**config.mk**
```make
export PLATFORM = sky130hd
export DESIGN_NAME = gameover_draw
export DESIGN_NICKNAME = d
export VERILOG_FILES = /design/src/rtl/gameover_draw.sv
export SDC_FILE = /design/constraint.sdc
export NUM_CORES = 1
export LEC_CHECK = 0
export CORE_ASPECT_RATIO = 0.6
export CORE_UTILIZATION = 25
export DETAILED_ROUTE_END_ITERATION = 10
export PLACE_DENSITY = 0.48
export REMOVE_ABC_BUFFERS = 1
export SLEW_MARGIN = 20
export SYNTH_ARGS = -nofsm -noshare
export SYNTH_HDL_FRONTEND = slang
export SYNTH_SLANG_ARGS = --single-unit
```
**constraint.sdc**
```tcl
create_clock -name clk -period 2.2 [get_ports clk]
set_clock_uncertainty 0.1 [all_clocks]
set_input_delay 0.44 -clock clk [delete_from_list [all_inputs] [get_ports clk]]
set_output_delay 0.44 -clock clk [all_outputs]
set_load 0.05 [all_outputs]
```
**src/rtl/gameover_draw.sv**
```systemverilog
`default_nettype none
// ============================================================================
// Module      : gameover_draw
// Description : Game-over banner overlay. A small FSM arms on a game_over
//               pulse, shows a blinking player or draw banner from external
//               ROMs, and clears on restart at the next frame start. The
//               video path is a 3-stage pipeline. The address stage is
//               followed by a ROM-wait stage and then by a registered mix.
// Revision    : 1.0 - initial release
// ============================================================================
module gameover_draw #(
  parameter int unsigned PX        = 300,
  parameter int unsigned PY        = 283,
  parameter int unsigned DX        = 300,
  parameter int unsigned DY        = 272,
  parameter logic [11:0] KEY       = 12'hF0F,
  parameter int unsigned BLINK_BIT = 5
) (
  input  logic        clk,
  input  logic        rst_n,
  input  logic [10:0] hcount_in,
  input  logic [10:0] vcount_in,
  input  logic        hsync_in,
  input  logic        vsync_in,
  input  logic        hblnk_in,
  input  logic        vblnk_in,
  input  logic [11:0] rgb_in,
  input  logic        game_over,
  input  logic [1:0]  winner,
  input  logic        restart,
  output logic [12:0] addr_p1,
  output logic [12:0] addr_p2,
  output logic [13:0] addr_dr,
  input  logic [11:0] rgb_p1,
  input  logic [11:0] rgb_p2,
  input  logic [11:0] rgb_draw,
  output logic [10:0] hcount_out,
  output logic [10:0] vcount_out,
  output logic        hsync_out,
  output logic        vsync_out,
  output logic        hblnk_out,
  output logic        vblnk_out,
  output logic [11:0] rgb_out,
  output logic        showing
);

  localparam int unsigned PW = 200;
  localparam int unsigned PH = 34;
  localparam int unsigned DW = 201;
  localparam int unsigned DH = 56;

  localparam logic [1:0] S_IDLE  = 2'd0;
  localparam logic [1:0] S_ARMED = 2'd1;
  localparam logic [1:0] S_SHOW  = 2'd2;

  // Packed video word: {h[37:27], v[26:16], hs, vs, hb, vb, rgb[11:0]}
  localparam int unsigned VW = 38;

  logic [1:0]    state_q, state_d;
  logic [1:0]    win_q, win_d;
  logic          pending_q, pending_d;
  logic [7:0]    frame_cnt_q, frame_cnt_d;
  logic          showing_q, showing_d;

  logic [12:0]   addr_p_q, addr_p_d;
  logic [13:0]   addr_d_q, addr_d_d;
  logic          in_p1_q, in_p1_d, in_d1_q, in_d1_d;
  logic          in_p2_q, in_d2_q;
  logic [VW-1:0] vid_in, vid1_q, vid2_q, vid3_q, vid3_d;

  logic          fs;
  logic [31:0]   h32, v32;
  logic          hit, banner_on;
  logic [11:0]   pix;

  assign fs     = (hcount_in == 11'd0) && (vcount_in == 11'd0);
  assign h32    = {21'd0, hcount_in};
  assign v32    = {21'd0, vcount_in};
  assign vid_in = {hcount_in, vcount_in, hsync_in, vsync_in, hblnk_in, vblnk_in, rgb_in};

  // FSM state register plus the control registers that move with it
  always_ff @(posedge clk or negedge rst_n) begin
    if (!rst_n) begin
      state_q     <= S_IDLE;
      win_q       <= 2'b00;
      pending_q   <= 1'b0;
      frame_cnt_q <= 8'd0;
      showing_q   <= 1'b0;
    end else begin
      state_q     <= state_d;
      win_q       <= win_d;
      pending_q   <= pending_d;
      frame_cnt_q <= frame_cnt_d;
      showing_q   <= showing_d;
    end
  end

  // Next-state logic; restart dominates game_over, and a pending restart
  // takes effect only at a frame start so the current frame completes
  always_comb begin
    state_d     = state_q;
    win_d       = win_q;
    pending_d   = pending_q;
    frame_cnt_d = frame_cnt_q;
    case (state_q)
      S_IDLE: begin
        if (game_over && !restart && (winner != 2'b00)) begin
          state_d = S_ARMED;
          win_d   = winner;
        end
      end
      S_ARMED, S_SHOW: begin
        if (fs && pending_q) begin
          state_d   = S_IDLE;
          pending_d = 1'b0;
          win_d     = 2'b00;
        end else begin
          if (restart) pending_d = 1'b1;
          if (fs) begin
            if (state_q == S_ARMED) begin
              state_d     = S_SHOW;
              frame_cnt_d = 8'd0;
            end else begin
              frame_cnt_d = frame_cnt_q + 8'd1;
            end
          end
        end
      end
      default: state_d = S_IDLE;
    endcase
  end

  // FSM output: showing follows the registered SHOW state on the same edge
  always_comb begin
    showing_d = (state_d == S_SHOW);
  end

  // Stage 1 combinational: window flags and ROM addresses (zero outside)
  always_comb begin
    in_p1_d  = (h32 >= PX) && (h32 < PX + PW) && (v32 >= PY) && (v32 < PY + PH);
    in_d1_d  = (h32 >= DX) && (h32 < DX + DW) && (v32 >= DY) && (v32 < DY + DH);
    addr_p_d = in_p1_d ? 13'((v32 - PY) * PW + (h32 - PX)) : 13'd0;
    addr_d_d = in_d1_d ? 14'((v32 - DY) * DW + (h32 - DX)) : 14'd0;
  end

  // Stage 3 combinational: pick the ROM pixel for the latched winner
  always_comb begin
    hit = 1'b0;
    pix = 12'd0;
    case (win_q)
      2'b01: begin hit = in_p2_q; pix = rgb_p1;   end
      2'b10: begin hit = in_p2_q; pix = rgb_p2;   end
      2'b11: begin hit = in_d2_q; pix = rgb_draw; end
      default: begin hit = 1'b0; pix = 12'd0;     end
    endcase
    banner_on = (state_q == S_SHOW) && !frame_cnt_q[BLINK_BIT] && hit && (pix != KEY);
    vid3_d = vid2_q;
    if (banner_on) vid3_d[11:0] = pix;
  end

  // Three-stage video pipeline; timing bits are only ever delayed
  always_ff @(posedge clk or negedge rst_n) begin
    if (!rst_n) begin
      addr_p_q <= 13'd0;
      addr_d_q <= 14'd0;
      in_p1_q  <= 1'b0;
      in_d1_q  <= 1'b0;
      in_p2_q  <= 1'b0;
      in_d2_q  <= 1'b0;
      vid1_q   <= '0;
      vid2_q   <= '0;
      vid3_q   <= '0;
    end else begin
      addr_p_q <= addr_p_d;
      addr_d_q <= addr_d_d;
      in_p1_q  <= in_p1_d;
      in_d1_q  <= in_d1_d;
      in_p2_q  <= in_p1_q;
      in_d2_q  <= in_d1_q;
      vid1_q   <= vid_in;
      vid2_q   <= vid1_q;
      vid3_q   <= vid3_d;
    end
  end

  assign addr_p1    = addr_p_q;
  assign addr_p2    = addr_p_q;
  assign addr_dr    = addr_d_q;
  assign hcount_out = vid3_q[37:27];
  assign vcount_out = vid3_q[26:16];
  assign hsync_out  = vid3_q[15];
  assign vsync_out  = vid3_q[14];
  assign hblnk_out  = vid3_q[13];
  assign vblnk_out  = vid3_q[12];
  assign rgb_out    = vid3_q[11:0];
  assign showing    = showing_q;

endmodule
`default_nettype wire

```
## After elaboration in Yosys (flattened, before gate mapping)

Index checks and enable logic that the tools add are counted.

- Bits in registers: 159
- Input bits: 80

- Add/subtract/negate cells: 6
- $mul: 2
- Magnitude comparators: 7
- Equality and inequality tests: 9
- Muxes and demuxes: 16
- Bitwise gates (word level): 1
- Reduce and logical (&&, ||, !) cells: 26

Operators by type and width:

| cell | number |
|---|---|
| < comparator 11 x 9 -> 1 bit, second input constant | 4 |
| one-hot mux 12 bit (3 select lines) | 1 |
| subtractor 11 x 9 -> 12 bit, second input constant | 3 |
| greater-or-equal comparator 11 x 9 -> 1 bit, second input constant | 3 |
| multiplier 32 x 5 -> 10 bit, second input constant | 1 |
| logical NOT 11 bit | 2 |
| adder 14 x 12 -> 14 bit | 1 |
| multiplier 12 x 9 -> 14 bit, second input constant | 1 |
| two-way mux 14 bit | 1 |
| adder 13 bit | 1 |
| logical AND 1 bit | 13 |
| two-way mux 13 bit | 1 |
| two-way mux 12 bit | 1 |
| two-way mux 2 bit | 6 |
| != test 12 bit, second input constant | 1 |
| adder 8 x 1 -> 8 bit, second input constant | 1 |
| == test 2 bit, second input constant | 4 |
| two-way mux 8 bit | 1 |
| one-hot mux 2 bit (2 select lines) | 2 |
| AND reduction 3 bit | 2 |
| nonzero test 2 bit | 3 |
| == test 2 x 1 -> 1 bit, second input constant | 2 |
| != test 2 bit, second input constant | 2 |
| OR reduction 2 bit | 2 |
| 6 further kinds | 8 |

## Longest topological paths before layout

- Depth after elaboration: 6
- Gate-level depth with buffers: 21

## Least setup slack after synthesis

Ideal clock, no wire load.

- Path type: in2reg
- From: input port vcount_in[5]
- To: register addr_d_q[12] (netlist: addr_dr[12])
- Data arrival time: 4,682 ps
- Required time: 1,968 ps
- Setup slack: -2,714 ps
- Stages on the path: 19
- Buffers on the path: 2
- Cell sequence: clkbuf_1 > inv_1 > ha_1 > or3b_1 > buf_2 > xnor2_1 > fa_1 > inv_1 > fa_1 > ha_1 > inv_1 > fa_1 > inv_1 > ha_1 > a2111oi_0 > a21oi_1 > a21oi_1 > xor2_1 > nor2_1

- Cells in the longest elaborated chain, start to end: 4
- Elaborated cells on any way between the ends: 8

Ends and longest elaborated chain:

| element | RTL line | RTL |
|---|---|---|
| from (decl) | 22 | `input logic [10:0] vcount_in,` |
| subtractor 11 x 9 -> 12 bit / greater-or-equal comparator 11 x 9 -> 1 bit (equally long branches) | 143, 141 |  |
| multiplier 12 x 9 -> 14 bit / logical AND 1 bit (equally long branches) | 143, 141 |  |
| adder 14 x 12 -> 14 bit / logical AND 1 bit (equally long branches) | 143, 141 |  |
| two-way mux 14 bit (*) | 143 | `addr_d_d = in_d1_d ? 14'((v32 - DY) * DW + (h32 - DX)) : 14'd0;` |
| named net addr_d_d[12] | 66 | `logic [13:0] addr_d_q, addr_d_d;` |
| to (signal assigned) | 175 | `addr_d_q <= addr_d_d;` |
| to (decl) | 66 |  |

Mark *: on every way through the listed nets, which the timed path passes. The rest lies on a longest branch.
A chain may end at the register's enable or synchronous reset.

## Worst setup path in the final report

Ends and elaborated chain as after synthesis.

==> metrics.txt <==
Avg Inst Size Synth=11.5 um^2; HP Class=in2reg; GRT busiest layer=met1; # nets final=between 1,000 and 1,500; minimum clock period=4.01 ns; DRT iter0 DRCs=381; Worst setup SP type=primary input; P_sw=slightly below 5 mW; met1 usage=23.9%; via/cell ratio=4.22; antenna violations before repair=1; met3 Resource Use GR=2.97%; H-tree depth=4; Max FO, Critical Path=3; failing checks=negative setup slack; Peak VDD IR=639 uV; setup violators final=between 40 and 50; post-route cell area=approximately 14,000 um^2; Cell variety after synth=56; die area=32,500 um^2; Max Cap Viol=0; worst slew pin tran=roughly 0.56 ns; final hold slack=about 0.12 ns; GPL Wtd Cong=0.807; Sink Count=157; TritonCTS Buffers=17; post-synthesis sequential area ratio=49.5%; Total Power=between 10 and 15 mW; clk root buf=clkbuf_16; Initial Utilization=25.4%; Clock power frac=a little over a fifth; pin count of the biggest net entering global routing=between 40 and 50; fmax=about 250 MHz; RSZ-0062 raised after global routing=true; Residual DRC=0; area of the core=31,200 um^2; GRT Residual Overflow=0; WL/cell=16.3 um; combinational share of power=between 50 and 60%; P&R area growth vs syn=72.8%; async set or reset register ratio after synthesis=100%; Core Util, Final=43.9%; Die X=232 um; die height=140 um; PD cells=978 nW/um^2; Post-DRT Antenna Nets=0; number of synthesized flops with an enable pin=0; final hold vios=0; routing usage on met2=20.9%; final worst slack=-1.81 ns; Flop pwr share=23.1%; via count of the first global-routing pass=around 6,600; Pint=roughly 8.5 mW; Leak=6.28 nW; vias=6,247; First-pass DRT Iterations=5; register clock-pin slew on the reported worst setup and hold paths=approximately 0.07 ns; Final Cycle Share=182%; Top FF cell, synth=dfrtp_1; Post-DP HPWL=between 15,000 and 20,000 um; Ports=159; max-slew violation count=0; Crit path required time=~2.4 ns; Mapped Cells=690; global-route wire length before repair=~37,000 um; CTS tree=yes; Warnings, synthesis=0; Clock Tree Buf Depth=2; Worst EP arrival=4.22 ns; total routed wirelength=around 24,000 um; share of cells above drive strength 1=approximately 44%; Slew HR=62.4%; status=finished with violations; Total GRT Usage=between 10% and 20%; num rows=50; Place WS=-2.92 ns; CP Capture Type=register; placed cell area=11,100 um^2; post-synthesis register bit count=157; CP Class=in2reg; clock latency at the later pin of the worst-skew pair=0.43 ns; post-synthesis cell area=7940 um^2; switching share of power=36.4%; Port-buffer cells=between 150 and 200
==> power groups by stage <==
stage	sequential, mW	combinational, mW	clock (mW)
after global routing	3.11	8.12	3.05
final	3.10	7.48	2.83
after floorplan	3.26	2.74	0
after CTS	3.10	6.60	2.94
after detailed placement	3.13	4.89	0
after global placement	3.13	4.85	0
==> area by class of cell <==
cell class | count | area (um^2)
Inverter | 90 | 363
Multi-Input combinational cell | 416 | 4870
Clock buffer | 19 | 443
Fill cell | 2875 | 17500
Clock inverter | 13 | 121
Antenna cell | 1 | 2.50
Timing Repair Buffer | 369 | 3470
Tap cell | 416 | 520
Sequential cell | 157 | 3930
==> cell usage after synthesis (12+ instances only) <==
| library cell | instances | share of area, % |
|---|---|---|
| a21oi_1 | 27 | 1.7 |
| a222oi_1 | 12 | 1.5 |
| buf_4 | 13 | 1.2 |
| dfrtp_1 | 157 | 49 |
| fa_1 | 25 | 6.3 |
| ha_1 | 85 | 13 |
| inv_1 | 90 | 4.3 |
| nand2_1 | 33 | 1.6 |
| nor2_1 | 41 | 1.9 |
| o21ai_0 | 25 | 1.6 |
| o31ai_1 | 12 | 1.1 |
| xnor2_1 | 36 | 4.0 |
| xor2_1 | 14 | 1.5 |
==> cell families (layout without fill, tap and decap cells) <==
logic type | count (synthesis) | in the layout | share of synthesized area, %
buf+inv | 117 | 491 | 6.27
fa+ha+maj | 110 | 110 | 19.7
simple gates | 139 | 139 | 8.81
mux | 3 | 3 | 0.410
compound gates | 113 | 113 | 9.52
flops | 157 | 157 | 49.5
other cells | 0 | 1 | 0
xor+xnor | 51 | 51 | 5.80
==> critical path: stages <==
cell,delay (ns)
buf_8,0.10
clkinv_4,0.05
ha_4,0.13
or3b_4,0.41
xnor2_4,0.15
fa_1,0.51
inv_2,0.04
fa_1,0.46
ha_1,0.29
inv_1,0.05
fa_1,0.50
inv_2,0.05
ha_4,0.22
a2111oi_4,0.35
a21oi_1,0.10
a21oi_1,0.15
xor2_1,0.17
nor2_1,0.06
==> routing by layer <==
metal  vias up  part of all wire (%)  wire length [um]
li1       3020                     -                 -
met1      3115                    54             13000
met2       102                    42             10200
met3        10                   3.3               788
met4         0                  0.70               169
met5         -                     0                 0
==> final timing paths <==
path | to | start | cells past startpoint | slack [ns]
min reg2reg | vid3_q[15] | vid2_q[15] | 0 | 0.24
min in group asynchronous | vid2_q[3] | rst_n | 2 | 0.41
max in group asynchronous | vid3_q[16] | rst_n | 3 | 0.94
max | addr_dr[12] | vcount_in[5] | 18 | -1.81
max reg2reg | vid3_q[9] | win_q[1] | 7 | -0.15
min | vid1_q[21] | vcount_in[5] | 2 | 0.12
==> flip-flops by register name, indices dropped and copies added (netlist names) <==
name,count
vid1_q,38
vid2_q,38
vid3_q,38
addr_dr,14
addr_p1,13
frame_cnt_q,6
state_q,2
win_q,2
in_d1_q,1
in_d2_q,1
in_p1_q,1
in_p2_q,1
pending_q,1
showing,1
==> cells in the final DEF, fill, tap and decap left out, types with 9 or more instances in the layout <==
cell	n
nor2_1	31
fa_1	20
clkbuf_16	18
a21oi_1	11
xor2_1	10
a21o_1	10
dfrtp_1	155
xnor2_2	12
buf_6	57
inv_2	23
a222oi_1	12
inv_1	60
clkdlybuf4s50_1	116
xnor2_1	20
o21ai_1	9
ha_4	42
nand2_1	21
o21ai_0	9
ha_1	39
a21oi_2	13
buf_4	160
==> repair_timing <==
item / 4_1_cts / 5_1_grt
gates cloned: 0 / 1
gates resized for setup: 300 / 132
endpoints found under the setup margin: 56 / 55
endpoints found under the hold margin: 44 / 0
hold buffers: 1 / 0
buffers inserted: 32 / 27
pin swaps: 123 / 87
==> metrics by stage <==
stage               setup TNS [ns]  cells
CTS                         -19.78   1457
finish                      -22.02   1481
detailed placement          -61.91   1394
global route                -25.39   1481
global placement            -61.51   1394
floorplan                   -37.79    663
Note: power is estimated with default switching activity, not from simulation.
